--- src/rtl/tri_bbox_setup.sv ---
// tri_bbox_setup
//   Triangle setup ahead of frag_iterator. Latches three fp16 vertices,
//   forms the axis-aligned bounding box, clamps it to the viewport and
//   either issues it (single-cycle nd) or drops it (single-cycle cull).
//
// Ports
//   clk                          rising-edge clock
//   rst                          synchronous reset, active low
//   tri_nd / us_rfd              upstream triangle strobe / ready
//   fp_x0..fp_y2                 vertex coordinates, fp16
//   ds_rfd                       downstream ready (examined only in ISSUE)
//   nd                           bounding box valid pulse
//   fp_min_x..fp_max_y           bounding box, fp16, held until next issue
//   cull                         triangle dropped pulse
module tri_bbox_setup #(
  parameter logic [15:0] VP_MIN_X = 16'h0000,
  parameter logic [15:0] VP_MAX_X = 16'h6100,
  parameter logic [15:0] VP_MIN_Y = 16'h0000,
  parameter logic [15:0] VP_MAX_Y = 16'h5F80
) (
  input  logic        clk,
  input  logic        rst,
  input  logic        tri_nd,
  output logic        us_rfd,
  input  logic [15:0] fp_x0,
  input  logic [15:0] fp_y0,
  input  logic [15:0] fp_x1,
  input  logic [15:0] fp_y1,
  input  logic [15:0] fp_x2,
  input  logic [15:0] fp_y2,
  input  logic        ds_rfd,
  output logic        nd,
  output logic [15:0] fp_min_x,
  output logic [15:0] fp_max_x,
  output logic [15:0] fp_min_y,
  output logic [15:0] fp_max_y,
  output logic        cull
);

  typedef enum logic [2:0] {IDLE, BX, BY, CLAMP, ISSUE, CULL} state_t;

  state_t            state;
  logic [2:0][15:0]  vx, vy;
  logic [15:0]       mn_x, mx_x, mn_y, mx_y;
  logic              bad_x, bad_y;
  logic [15:0]       c_mn_x, c_mx_x, c_mn_y, c_mx_y;
  logic              empty;

  // Map fp16 onto an unsigned total order: negatives flipped entirely,
  // positives get the sign bit set. -0 lands just below +0.
  function automatic logic [15:0] key(input logic [15:0] v);
    return v[15] ? ~v : (v ^ 16'h8000);
  endfunction

  // On equal keys the first (lower-indexed) operand wins.
  function automatic logic [15:0] fmin(input logic [15:0] a, input logic [15:0] b);
    return (key(b) < key(a)) ? b : a;
  endfunction

  function automatic logic [15:0] fmax(input logic [15:0] a, input logic [15:0] b);
    return (key(b) > key(a)) ? b : a;
  endfunction

  function automatic logic nonfin(input logic [2:0][15:0] v);
    return (&v[0][14:10]) | (&v[1][14:10]) | (&v[2][14:10]);
  endfunction

  always_comb begin
    c_mn_x = fmax(mn_x, VP_MIN_X);
    c_mx_x = fmin(mx_x, VP_MAX_X);
    c_mn_y = fmax(mn_y, VP_MIN_Y);
    c_mx_y = fmin(mx_y, VP_MAX_Y);
    // min = max is a valid one-pixel-wide box; only strict inversion is empty
    empty  = (key(c_mn_x) > key(c_mx_x)) | (key(c_mn_y) > key(c_mx_y));
  end

  always_ff @(posedge clk) begin
    if (!rst) begin
      state    <= IDLE;
      us_rfd   <= 1'b1;
      nd       <= 1'b0;
      cull     <= 1'b0;
      fp_min_x <= 16'h0000;
      fp_max_x <= 16'h0000;
      fp_min_y <= 16'h0000;
      fp_max_y <= 16'h0000;
      vx       <= '0;
      vy       <= '0;
      mn_x     <= 16'h0000;
      mx_x     <= 16'h0000;
      mn_y     <= 16'h0000;
      mx_y     <= 16'h0000;
      bad_x    <= 1'b0;
      bad_y    <= 1'b0;
    end else begin
      nd   <= 1'b0;
      cull <= 1'b0;
      case (state)
        IDLE: if (tri_nd) begin
          vx     <= {fp_x2, fp_x1, fp_x0};
          vy     <= {fp_y2, fp_y1, fp_y0};
          us_rfd <= 1'b0;
          state  <= BX;
        end
        BX: begin
          mn_x  <= fmin(fmin(vx[0], vx[1]), vx[2]);
          mx_x  <= fmax(fmax(vx[0], vx[1]), vx[2]);
          bad_x <= nonfin(vx);
          state <= BY;
        end
        BY: begin
          mn_y  <= fmin(fmin(vy[0], vy[1]), vy[2]);
          mx_y  <= fmax(fmax(vy[0], vy[1]), vy[2]);
          bad_y <= nonfin(vy);
          state <= CLAMP;
        end
        CLAMP: begin
          if (bad_x | bad_y | empty) begin
            // box outputs deliberately left holding the last issued box
            cull  <= 1'b1;
            state <= CULL;
          end else begin
            fp_min_x <= c_mn_x;
            fp_max_x <= c_mx_x;
            fp_min_y <= c_mn_y;
            fp_max_y <= c_mx_y;
            state    <= ISSUE;
          end
        end
        ISSUE: if (ds_rfd) begin
          nd     <= 1'b1;
          us_rfd <= 1'b1;
          state  <= IDLE;
        end
        CULL: begin
          us_rfd <= 1'b1;
          state  <= IDLE;
        end
        default: begin
          us_rfd <= 1'b1;
          state  <= IDLE;
        end
      endcase
    end
  end

endmodule

--- config.mk ---
export PLATFORM = sky130hd
export DESIGN_NAME = tri_bbox_setup
export DESIGN_NICKNAME = d
export VERILOG_FILES = /design/src/rtl/tri_bbox_setup.sv
export SDC_FILE = /design/constraint.sdc
export NUM_CORES = 1
export LEC_CHECK = 0
export CORE_ASPECT_RATIO = 1.2
export CORE_MARGIN = 1
export CORE_UTILIZATION = 45
export CTS_CLUSTER_SIZE = 25
export DETAILED_ROUTE_END_ITERATION = 8
export MAX_ROUTING_LAYER = met4
export PLACE_DENSITY_LB_ADDON = 0.1
export SYNTH_ARGS = -nofsm -noshare
export SYNTH_HDL_FRONTEND = slang
export SYNTH_SLANG_ARGS = --single-unit
--- constraint.sdc ---
create_clock -name clk -period 5.9 [get_ports clk]
set_input_delay 1.18 -clock clk [delete_from_list [all_inputs] [get_ports clk]]
set_output_delay 1.18 -clock clk [all_outputs]
set_load 0.05 [all_outputs]
Word level (Yosys, flattened, before mapping):

Cells that the tools add are included.

* bits in writable memories: 0
* bits in read-only memories: 0
* bits in latches: 0
* memories kept: 0
* register bits: 232
* input port bits: 100

* bitwise operators: 45
* reductions and logical operators: 14
* eq/ne operators: 6
* multiplexer cells: 39
* $mul: 0
* shift operators: 0
* magnitude comparators: 14
* div/mod/pow operators: 0
* $add $sub $neg: 0

Operator list (count)
* two-way mux 16 bit: 30
* inverter 16 bit: 18
* > comparator 16 bit: 6
* < comparator 16 bit: 4
* > comparator 16 bit (first input constant): 2
* < comparator 16 bit (first input constant): 2
* AND reduction 5 bit: 6
* inverter 1 bit: 20
* one-hot mux 3 bit (5 select lines): 1
* AND reduction 2 bit: 5
* OR 1 bit: 7
* == test 3 x 2 -> 1 bit (second input constant): 2
* two-way mux 3 bit: 2
* two-way mux 1 bit: 5
* != test 2 bit (second input constant): 2
* == test 3 x 1 -> 1 bit (second input constant): 1
* == test 3 bit (second input constant): 1
* logical NOT 3 bit: 1
* one-hot mux 1 bit (3 select lines): 1
* AND reduction 3 bit: 1
* OR reduction 3 bit: 1

Longest topological paths before layout:

Gate-level depths: netlist (run 1).

* word-level depth: 11
* gate-level depth with buffers: 24
* mapped depth without buffers: 19

Worst setup path after synthesis (run 1):

Ideal clock, no wire load.

* path kind: reg2reg
* start point: register vy[15] (netlist bit)
* end point: register mx_y[15]
* path buffers: 5
* required time: 5.772 ns
* path slack: 0.820 ns
* period minus slack after synthesis: 5.080 ns
* data arrival time: 4.953 ns
* stages on the path, launching flop included: 24
* cell sequence: dfxtp_1 -> buf_2 -> buf_1 -> xnor2_1 -> ha_1 -> a21oi_1 -> nand3_1 -> a221o_1 -> a211o_1 -> buf_6 -> a21boi_1 -> buf_6 -> mux2i_4 -> xnor2_1 -> ha_1 -> nor2b_1 -> o21a_1 -> o21ai_0 -> a21oi_1 -> o31a_1 -> o31ai_1 -> clkbuf_1 -> mux2i_1 -> o21ai_1

* cells in the longest elaborated chain, start to end: 8
* elaborated cells between the ends (all ways): 10

Ends and longest elaborated chain
* start: declaration: RTL line 43 `logic [2:0][15:0] vx, vy;`
* start signal: assignment: RTL line 101 `vy <= {fp_y2, fp_y1, fp_y0};`
* inverter 1 bit (no source line) / inverter 16 bit (equally long branches)
* two-way mux 16 bit: RTL line 52 `return v[15] ? ~v : (v ^ 16'h8000);`
* > comparator 16 bit: RTL line 61 `return (key(b) > key(a)) ? b : a;`
* two-way mux 16 bit *: RTL line 61
* inverter 16 bit / inverter 1 bit (equally long branches)
* two-way mux 16 bit: RTL line 52
* > comparator 16 bit: RTL line 61
* two-way mux 16 bit *: RTL line 61
* end signal: assignment: RTL line 113 `mx_y <= fmax(fmax(vy[0], vy[1]), vy[2]);`
* end: declaration: RTL line 44 `logic [15:0] mn_x, mx_x, mn_y, mx_y;`

Mark *: on every way between the ends. The rest lies on a longest branch, timed or not.
A chain may end at the register's enable or synchronous reset.

Worst setup path after layout (run 1):

Ends and elaborated chain as after synthesis.

==> results.sh, run 1 <==
export IMPL_critPathTopFamily="compound AO/OA/AOI/OAI gates"
export IMPL_die_h_um=201
export IMPL_fillers=3106
export IMPL_drt_initial_drc_count=993
export IMPL_r2r_end="mx_y[15]"
export IMPL_synth_seq_cells=232
export IMPL_crit_buf_inv=3
export IMPL_die_area_mm2=0.0338
export IMPL_powerDensity_mw_per_mm2=558
export IMPL_hpwlAfterDp_mm=28.7
export IMPL_arrival_ns=5.63
export IMPL_cpMaxStageDelayCell="dfxtp_2"
export IMPL_r2r_slack_ns=0.66
export IMPL_grt_pass1_wl_mm=63.9
export IMPL_portBuffers=166
export IMPL_core_area_mm2=0.0324
export IMPL_rsz0062_at_grt="no"
export IMPL_pre_cts_slack_ns=0.477
export IMPL_syn_avg_cell_area_um2=8.34
export IMPL_yosys_warnings=0
export IMPL_nets=2101
export IMPL_path_cells="buf_4 -> xnor2_1 -> ha_1 -> nand4_1 -> nor3_1 -> a211o_1 -> a21boi_2 -> buf_4 -> mux2i_1 -> xnor2_1 -> ha_1 -> nor2b_1 -> o21a_1 -> o21ai_0 -> a21oi_1 -> o31a_1 -> o31ai_2 -> buf_4 -> mux2i_1 -> o21ai_1"
export IMPL_finalCriticalPeriod_ns=5.24
export IMPL_netlist_instances=1785
export IMPL_final_hold_violation_count=0
export IMPL_critical_path_depth=20
export IMPL_io_pins=167
export IMPL_syn_to_final_growth_pct=17.8
export IMPL_grt_pass1_vias=12033
export IMPL_max_freq_ghz=0.191
export IMPL_postSynthNetCount=2012
export IMPL_endpoint_kind="register"
export IMPL_synthArstFlopShare_pct=0
export IMPL_clock_path_buffers=3
export IMPL_vias=12870
export IMPL_required_ns=6.28
export IMPL_postCtsSetupBuffers=0
export IMPL_setup_violations=0
export IMPL_gp_congestion=0.897
export IMPL_cts_max_level=1
export IMPL_critPathKind="reg2reg"
export IMPL_fin_util_pct=54.1
export IMPL_peakVddDrop_uv=297
export IMPL_synth_area_mm2=0.0149
export IMPL_setup_tns_ns=0
export IMPL_grt_max_degree=128
export IMPL_reg2reg_depth=20
export IMPL_via_per_inst=5.60
export IMPL_hold_buffers=0
export IMPL_wire_per_inst_um=16.9
export IMPL_synth_edf_count=0
export IMPL_regToRegStartpoint="vy[15]"
export IMPL_cts_tree="built"
export IMPL_fin_crit_sh_pct=88.9
export IMPL_worstHoldPathType="reg2reg"
export IMPL_drc=0
export IMPL_insertion_delay_ns=0.54
export IMPL_worstMarginPinSlew_ns=1.22
export IMPL_drive_gt1_share_pct=5.71
export IMPL_row_count=72
export IMPL_clock_skew_ns=0.0132
export IMPL_maxSlewHeadroom_pct=18.7
export IMPL_final_common_cell="nand2_1"
export IMPL_wl_mm=38.9
export IMPL_cap_violations=0
export IMPL_cts_sinks=232
export IMPL_hold_path_cell_count=2
export IMPL_track_usage_pct=23.6
export IMPL_start_util_pct=45.9
export IMPL_cts_made_buffers=25
export IMPL_status="finished, final reports clean"
export IMPL_ys_seq_area_share_pct=31.2
export IMPL_crit_path_frequent_cell="buf_4"
export IMPL_final_cell_mix="nand2_1, dfxtp_1, clkdlybuf4s50_1, ha_1, nand3_1"
export IMPL_slew_viol_final=0
export IMPL_die_width_um=168
export IMPL_grt_overflow_total=0
export IMPL_min_delay_start="fp_min_x[8]"
export IMPL_synthFlopType="dfxtp_1"
export IMPL_dp_cells=2254
export IMPL_timing_hold_ws_ns=0.448
export IMPL_root_buffer="clkbuf_16"
export IMPL_hold_end="fp_min_x[8]"
export IMPL_critPathMaxStageDelay_ns=0.54
export IMPL_p_leak_uw=0.00698
export IMPL_synthDistinctLibCells=69
export IMPL_path_clk_slew_ns=0.06
export IMPL_path_max_fanout=31
export IMPL_antenna_found_initial=1
export IMPL_antenna_left=0
export IMPL_cts_resized=0
export IMPL_first_pass_iters=4
export IMPL_start_kind="register"
export IMPL_finalNonFillerCells=2299
export IMPL_fin_ws_ns=0.656
-- worst reg2reg max path: stages, from the launching register on --
cell	delay, ns
dfxtp_2	0.54
buf_4	0.26
xnor2_1	0.09
ha_1	0.28
nand4_1	0.10
nor3_1	0.26
a211o_1	0.49
a21boi_2	0.32
buf_4	0.31
mux2i_1	0.36
xnor2_1	0.16
ha_1	0.25
nor2b_1	0.13
o21a_1	0.16
o21ai_0	0.18
a21oi_1	0.10
o31a_1	0.29
o31ai_2	0.17
buf_4	0.32
mux2i_1	0.26
o21ai_1	0.08
-- worst max-delay path by stage --
stage	startpoint	end	slack, ns
floorplan	vy[15]	mx_y[15]	0.82
global placement	vy[15]	mx_y[15]	0.65
detailed placement	vy[15]	mx_y[15]	0.48
CTS	vy[15]	mx_y[15]	0.44
global route	vy[15]	mx_y[15]	0.22
finish	vy[15]	mx_y[15]	0.66
-- layout make-up --
cell class              instances  area (um^2)  share of cell area [%]
diodes                          1         2.50                  0.0143
clock buffers                  33          696                    3.96
clock inverters                11          138                   0.784
inverters                      21         78.8                   0.449
multi-input cells            1397         9570                    54.5
flip-flops and latches        232         4650                    26.5
well taps                     407          509                    2.90
repair buffers                197         1910                    10.9
-- per-layer routing --
layer / GRT usage (%) / part of all wire (%) / vias to the layer above
met4: 6.27 / 2.1 / 0
met3: 2.60 / 4.7 / 53
met2: 33.7 / 42 / 315
li1: - / - / 6488
met1: 35.0 / 51 / 6014
met5: - / 0 / -
-- flip-flops by register name, indices dropped and copies added (netlist names) --
name	cells
nd	1
mx_x	16
bad_x	1
fp_min_x	16
state	3
vx	48
vy	48
us_rfd	1
bad_y	1
mn_x	16
cull	1
fp_min_y	16
mn_y	16
mx_y	16
fp_max_y	16
fp_max_x	16
-- report_power, final --
group / internal, uW / switching, uW / leakage (uW) / total, uW
Sequential: 1840 / 432 / 0.00189 / 2270
Clock: 957 / 646 / 0.000416 / 1600
Combinational: 2510 / 3400 / 0.00468 / 5910
Total: 5310 / 4480 / 0.00698 / 9790
-- through the flow --
step                      power (uW)  cell area (um^2)
after floorplan                 6870             14900
after global placement          8020             16700
after detailed placement        8160             16700
after CTS                       9810             17500
after global routing           10600             17500
final                           9790             17500
-- cell usage after synthesis, types with 4 or more instances --
library cell,count,area [um^2]
nand2_1,294,1100
dfxtp_1,232,4640
ha_1,127,1590
nand3_1,109,546
a21boi_0,97,728
xnor2_1,92,806
clkbuf_1,87,327
xor2_1,83,727
o21ai_0,80,400
nand4_1,77,482
mux2i_1,62,621
nor2_1,61,229
a21oi_1,36,180
nor2b_1,36,225
and2_1,33,206
o311ai_0,33,289
o31ai_1,22,165
buf_2,21,105
inv_1,18,67.6
a21o_1,16,120
buf_1,14,52.6
and3_1,11,68.8
o211ai_1,11,82.6
o21a_1,10,75.1
o31ai_2,10,125
nor3_1,8,40.0
a211oi_1,7,52.6
nor3b_1,7,52.6
a31oi_1,6,37.5
buf_6,6,67.6
nand2b_1,6,37.5
and4_1,5,43.8
buf_4,5,37.5
o21ai_1,5,25.0
a2111oi_0,4,35.0
-- kinds of logic after synthesis --
group                      count (synthesis)  share of synthesized area (%)
xor gates and xnor gates                 175                           10.3
other                                      1                         0.0252
DFF                                      232                           31.2
AOI/OAI and AO/OA                        360                           17.0
adders and majority gates                127                           10.7
buffers and inverters                    156                           4.72
muxes                                     66                           4.62
and+or+nand+nor                          668                           21.5
No activity file was read; power rests on OpenSTA's default activity.
==> inputs of run 2 (changes only) <==
MAX_ROUTING_LAYER = not set   (was met4)
==> results.sh, run 2 (synthesized netlist as in run 1, its figures left out) <==
export IMPL_top_regs="vx: 48 flops, vy: 48 flops"
export IMPL_core_area_mm2=0.0324
export IMPL_nets=2100
export IMPL_finalCriticalPeriod_ns=5.39
export IMPL_cts_tree="built"
export IMPL_postCtsSetupBuffers=0
export IMPL_cts_max_level=1
export IMPL_p_leak_uw=0.00697
export IMPL_setup_violations=0
export IMPL_reg2reg_depth=20
export IMPL_arrival_ns=5.78
export IMPL_syn_to_final_growth_pct=17.9
export IMPL_r2r_slack_ns=0.51
export IMPL_insertion_delay_ns=0.54
export IMPL_final_hold_violation_count=0
export IMPL_required_ns=6.30
export IMPL_path_clk_slew_ns=0.06
export IMPL_rsz0062_at_grt="no"
export IMPL_cap_violations=0
export IMPL_grt_pass1_wl_mm=63.8
export IMPL_start_kind="register"
export IMPL_max_freq_ghz=0.186
export IMPL_pwr_share_clk_pct=16.1
export IMPL_die_h_um=201
export IMPL_via_per_inst=5.54
export IMPL_grt_overflow_total=0
export IMPL_regToRegStartpoint="vy[15]"
export IMPL_cp_startpoint="vy[15]"
export IMPL_die_area_mm2=0.0338
export IMPL_fillers=3161
export IMPL_status="finished, final reports clean"
export IMPL_start_util_pct=45.9
export IMPL_row_count=72
export IMPL_powerDensity_mw_per_mm2=559
export IMPL_met3WireLength_mm=1.97
export IMPL_antenna_found_initial=0
export IMPL_gp_congestion=0.901
export IMPL_multi_input_area_mm2=0.00957
export IMPL_hpwlAfterDp_mm=28.9
export IMPL_antenna_left=0
export IMPL_p_int_uw=5320
export IMPL_insertedDiodeCount=0
export IMPL_wl_met2_mm=16.4
export IMPL_clock_skew_ns=0.00997
export IMPL_sw_frac_of_total_pct=45.8
export IMPL_cts_resized=0
export IMPL_fin_util_pct=54.1
export IMPL_first_pass_iters=5
export IMPL_vias=12736
export IMPL_peakVddDrop_uv=270
export IMPL_fin_crit_sh_pct=91.3
export IMPL_hold_buffers=0
export IMPL_portBuffers=166
export IMPL_netSwitchingPower_uw=4490
export IMPL_drive_gt1_share_pct=5.66
export IMPL_track_usage_pct=22.9
export IMPL_clock_path_buffers=3
export IMPL_combPwrFrac_pct=60.6
export IMPL_final_common_cell="nand2_1"
export IMPL_drc=0
export IMPL_drt_initial_drc_count=989
export IMPL_wl_met1_mm=19.8
export IMPL_wl_mm=38.9
export IMPL_grt_pass1_vias=12178
export IMPL_grt_max_degree=187
export IMPL_wire_per_inst_um=16.9
export IMPL_path_max_fanout=31
export IMPL_endpoint_kind="register"
export IMPL_critPathKind="reg2reg"
export IMPL_setup_tns_ns=0
export IMPL_cts_made_buffers=25
export IMPL_io_pins=167
export IMPL_min_delay_start="fp_min_x[8]"
export IMPL_highest_layer="met4"
export IMPL_hold_path_cell_count=2
export IMPL_power_total_uw=9810
export IMPL_seq_power_share_pct=23.4
export IMPL_root_buffer="clkbuf_16"
export IMPL_die_width_um=168
export IMPL_final_cell_mix="nand2_1, dfxtp_1, clkdlybuf4s50_1, ha_1, nand3_1"
export IMPL_slew_viol_final=0
export IMPL_cts_sinks=232
export IMPL_hold_end="fp_min_x[8]"
export IMPL_maxSlewHeadroom_pct=12.3
export IMPL_worstHoldPathType="reg2reg"
export IMPL_r2r_end="mx_y[15]"
export IMPL_seq_area_mm2=0.00464
export IMPL_worstMarginPinSlew_ns=1.31
-- run 2: worst max-delay path, stage by stage, from the launching register on --
cell and delay [ns]:
dfxtp_1 0.73, buf_4 0.30, xnor2_1 0.09, ha_1 0.27, nand4_1 0.08, nor3_1 0.25
a211o_1 0.47, a21boi_2 0.33, buf_4 0.31, mux2i_1 0.33, xnor2_1 0.16, ha_1 0.26
nor2b_1 0.13, o21a_1 0.16, o21ai_0 0.14, a21oi_1 0.09, o31a_1 0.28, o31ai_2 0.17
buf_4 0.31, mux2i_1 0.28, o21ai_1 0.08
-- run 2: layout make-up --
type	instances	area share, %
Clock buffer	35	4.06
Clock inverter	11	0.670
Multi-Input combinational cell	1397	54.5
Sequential cell	232	26.5
Inverter	21	0.449
Tap cell	407	2.90
Timing Repair Buffer	196	11.0
-- run 2: worst max-delay path by stage --
stage,end,slack [ns],cells past startpoint
detailed placement,mx_y[15],0.54,20
finish,mx_y[15],0.51,20
global placement,mx_y[15],0.68,20
CTS,mx_y[15],0.51,20
global route,mx_y[15],0.03,19
floorplan,mx_y[15],0.82,23
-- run 2: layer usage --
layer	global-route usage, %	up-vias
met5	0	-
met4	5.91	0
met3	3.25	45
met2	34.7	301
met1	33.8	5898
li1	-	6492
-- run 2: power groups by stage --
stage	Combinational [uW]	Clock, uW	Sequential, uW
2_1_floorplan	4740	0	2140
3_3_place_gp	5780	0	2320
3_5_place_dp	5910	0	2320
4_1_cts	5930	1620	2290
5_1_grt	6660	1690	2330
6_report	5940	1570	2290
-- run 2: metrics by stage --
step / std cells / instance area (um^2) / worst slack, ns / hold WS, ns
floorplan: 1785 / 14900 / 0.820 / 0.452
global placement: 2253 / 16700 / 0.685 / 0.445
detailed placement: 2253 / 16700 / 0.543 / 0.449
CTS: 2299 / 17600 / 0.513 / 0.457
global route: 2299 / 17600 / 0.0308 / 0.470
finish: 2299 / 17600 / 0.513 / 0.452
==> inputs of run 3 (changes only) <==
CORE_UTILIZATION = 40   (was 45)
HOLD_SLACK_MARGIN = 0.02   (was not set)
SKIP_CTS_REPAIR_TIMING = 1   (was not set)
==> results.sh, run 3 (synthesized netlist as in run 1, its figures left out) <==
export IMPL_critPathKind="reg2reg"
export IMPL_die_width_um=178
export IMPL_endpoint_kind="register"
export IMPL_cp_startpoint="vx[31]"
export IMPL_via_per_inst=5.35
export IMPL_final_hold_violation_count=0
export IMPL_top_regs="vx: 48 flops, vy: 48 flops"
export IMPL_critical_path_depth=16
export IMPL_final_common_cell="nand2_1"
export IMPL_max_freq_ghz=0.186
export IMPL_io_pins=167
export IMPL_wl_mm=40.3
export IMPL_core_area_mm2=0.0368
export IMPL_reg2reg_depth=16
export IMPL_slew_viol_final=0
export IMPL_setup_tns_ns=0
export IMPL_cts_tree="built"
export IMPL_row_count=77
export IMPL_cts_made_buffers=26
export IMPL_cpMaxStageDelayCell="dfxtp_2"
export IMPL_drive_gt1_share_pct=5.97
export IMPL_worstHoldPathType="reg2reg"
export IMPL_gp_congestion=0.892
export IMPL_hold_path_cell_count=2
export IMPL_status="finished, final reports clean"
export IMPL_cts_sinks=232
export IMPL_drc=0
export IMPL_finalInstanceArea_mm2=0.0177
export IMPL_r2r_slack_ns=0.51
export IMPL_r2r_end="mx_x[15]"
export IMPL_die_h_um=213
export IMPL_peakVddDrop_uv=336
export IMPL_clock_skew_ns=0.0240
export IMPL_vias=12672
export IMPL_clock_path_buffers=3
export IMPL_place_area_mm2=0.0168
export IMPL_timing_hold_ws_ns=0.450
export IMPL_arrival_ns=5.82
export IMPL_powerDensity_mw_per_mm2=559
export IMPL_required_ns=6.34
export IMPL_track_usage_pct=21.3
export IMPL_critPathTopFamily="compound AO/OA/AOI/OAI gates"
export IMPL_grt_pass1_vias=12088
export IMPL_insertedDiodeCount=0
export IMPL_critPathMaxStageDelay_ns=0.60
export IMPL_maxSlewHeadroom_pct=24.7
export IMPL_antenna_found_initial=0
export IMPL_start_kind="register"
export IMPL_insertion_delay_ns=0.55
export IMPL_nets=2101
export IMPL_finalCriticalPeriod_ns=5.39
export IMPL_rsz0062_at_grt="no"
export IMPL_root_buffer="clkbuf_16"
export IMPL_first_pass_iters=7
export IMPL_grt_pass1_wl_mm=65.2
export IMPL_drt_initial_drc_count=959
export IMPL_crit_end="mx_x[15]"
export IMPL_cap_violations=0
export IMPL_path_max_fanout=31
export IMPL_syn_to_final_growth_pct=18.7
export IMPL_path_cells="xor2_1 -> ha_1 -> nand4_1 -> nor4_2 -> a211o_1 -> a21boi_2 -> buf_4 -> mux2i_1 -> xnor2_1 -> ha_1 -> a2111oi_0 -> a21oi_1 -> o21ai_0 -> a31o_2 -> mux2i_1 -> o21ai_1"
export IMPL_crit_buf_inv=1
export IMPL_final_cell_mix="nand2_1, dfxtp_1, clkdlybuf4s50_1, ha_1, nand3_1"
export IMPL_die_area_mm2=0.0380
export IMPL_fin_util_pct=48.0
export IMPL_path_clk_slew_ns=0.07
export IMPL_worstMarginPinSlew_ns=1.13
export IMPL_wire_per_inst_um=17.0
export IMPL_hpwlAfterDp_mm=30.0
export IMPL_cts_max_level=1
export IMPL_start_util_pct=40.5
export IMPL_p_leak_uw=0.00700
export IMPL_regToRegStartpoint="vx[31]"
export IMPL_antenna_left=0
export IMPL_setup_violations=0
export IMPL_grt_max_degree=194
export IMPL_grt_overflow_total=0
export IMPL_fin_crit_sh_pct=91.3
export IMPL_portBuffers=166
run 3: layout make-up:
class                           count  area (um^2)
Inverter                           21         78.8
Timing Repair Buffer              196         1920
Clock inverter                     13          129
Tap cell                          474          593
Clock buffer                       34          752
Multi-Input combinational cell   1397         9570
Fill cell                        3712        19100
Sequential cell                   232         4650
run 3: worst min-delay path by stage:
| stage | from | endpoint | slack (ns) |
|---|---|---|---|
| CTS | fp_min_x[6] | fp_min_x[6] | 0.45 |
| detailed placement | fp_min_x[6] | fp_min_x[6] | 0.45 |
| floorplan | mn_x[14] | mn_x[14] | 0.45 |
| finish | fp_min_x[6] | fp_min_x[6] | 0.45 |
| global route | fp_min_x[13] | fp_min_x[13] | 0.47 |
| global placement | fp_min_x[6] | fp_min_x[6] | 0.44 |
run 3: per-stage QoR:
step	setup WS (ns)	total power, uW	std cells
floorplan	0.820	6870	1785
global placement	0.431	8110	2320
detailed placement	0.359	8220	2320
CTS	0.325	9920	2367
global route	0.0944	10700	2367
finish	0.514	9880	2367
run 3: power breakdown:
part	switching (uW)	leakage (uW)	total (uW)	internal, uW
registers	464	0.00189	2310	1840
logic	3420	0.00468	5910	2490
clock network	672	0.000440	1660	985
total	4560	0.00700	9880	5320
run 3: worst register-to-register path, stage by stage (launching register included):
cell,delay (ns)
dfxtp_2,0.60
xor2_1,0.13
ha_1,0.34
nand4_1,0.18
nor4_2,0.40
a211o_1,0.43
a21boi_2,0.32
buf_4,0.32
mux2i_1,0.36
xnor2_1,0.16
ha_1,0.28
a2111oi_0,0.49
a21oi_1,0.13
o21ai_0,0.21
a31o_2,0.56
mux2i_1,0.28
o21ai_1,0.08
run 3: layer usage:
layer  global-route usage (%)  part of all wire [%]
met1                     32.5                    52
met2                     31.3                    41
met3                     2.59                   4.3
met4                     5.45                   1.9
met5                        0                     0
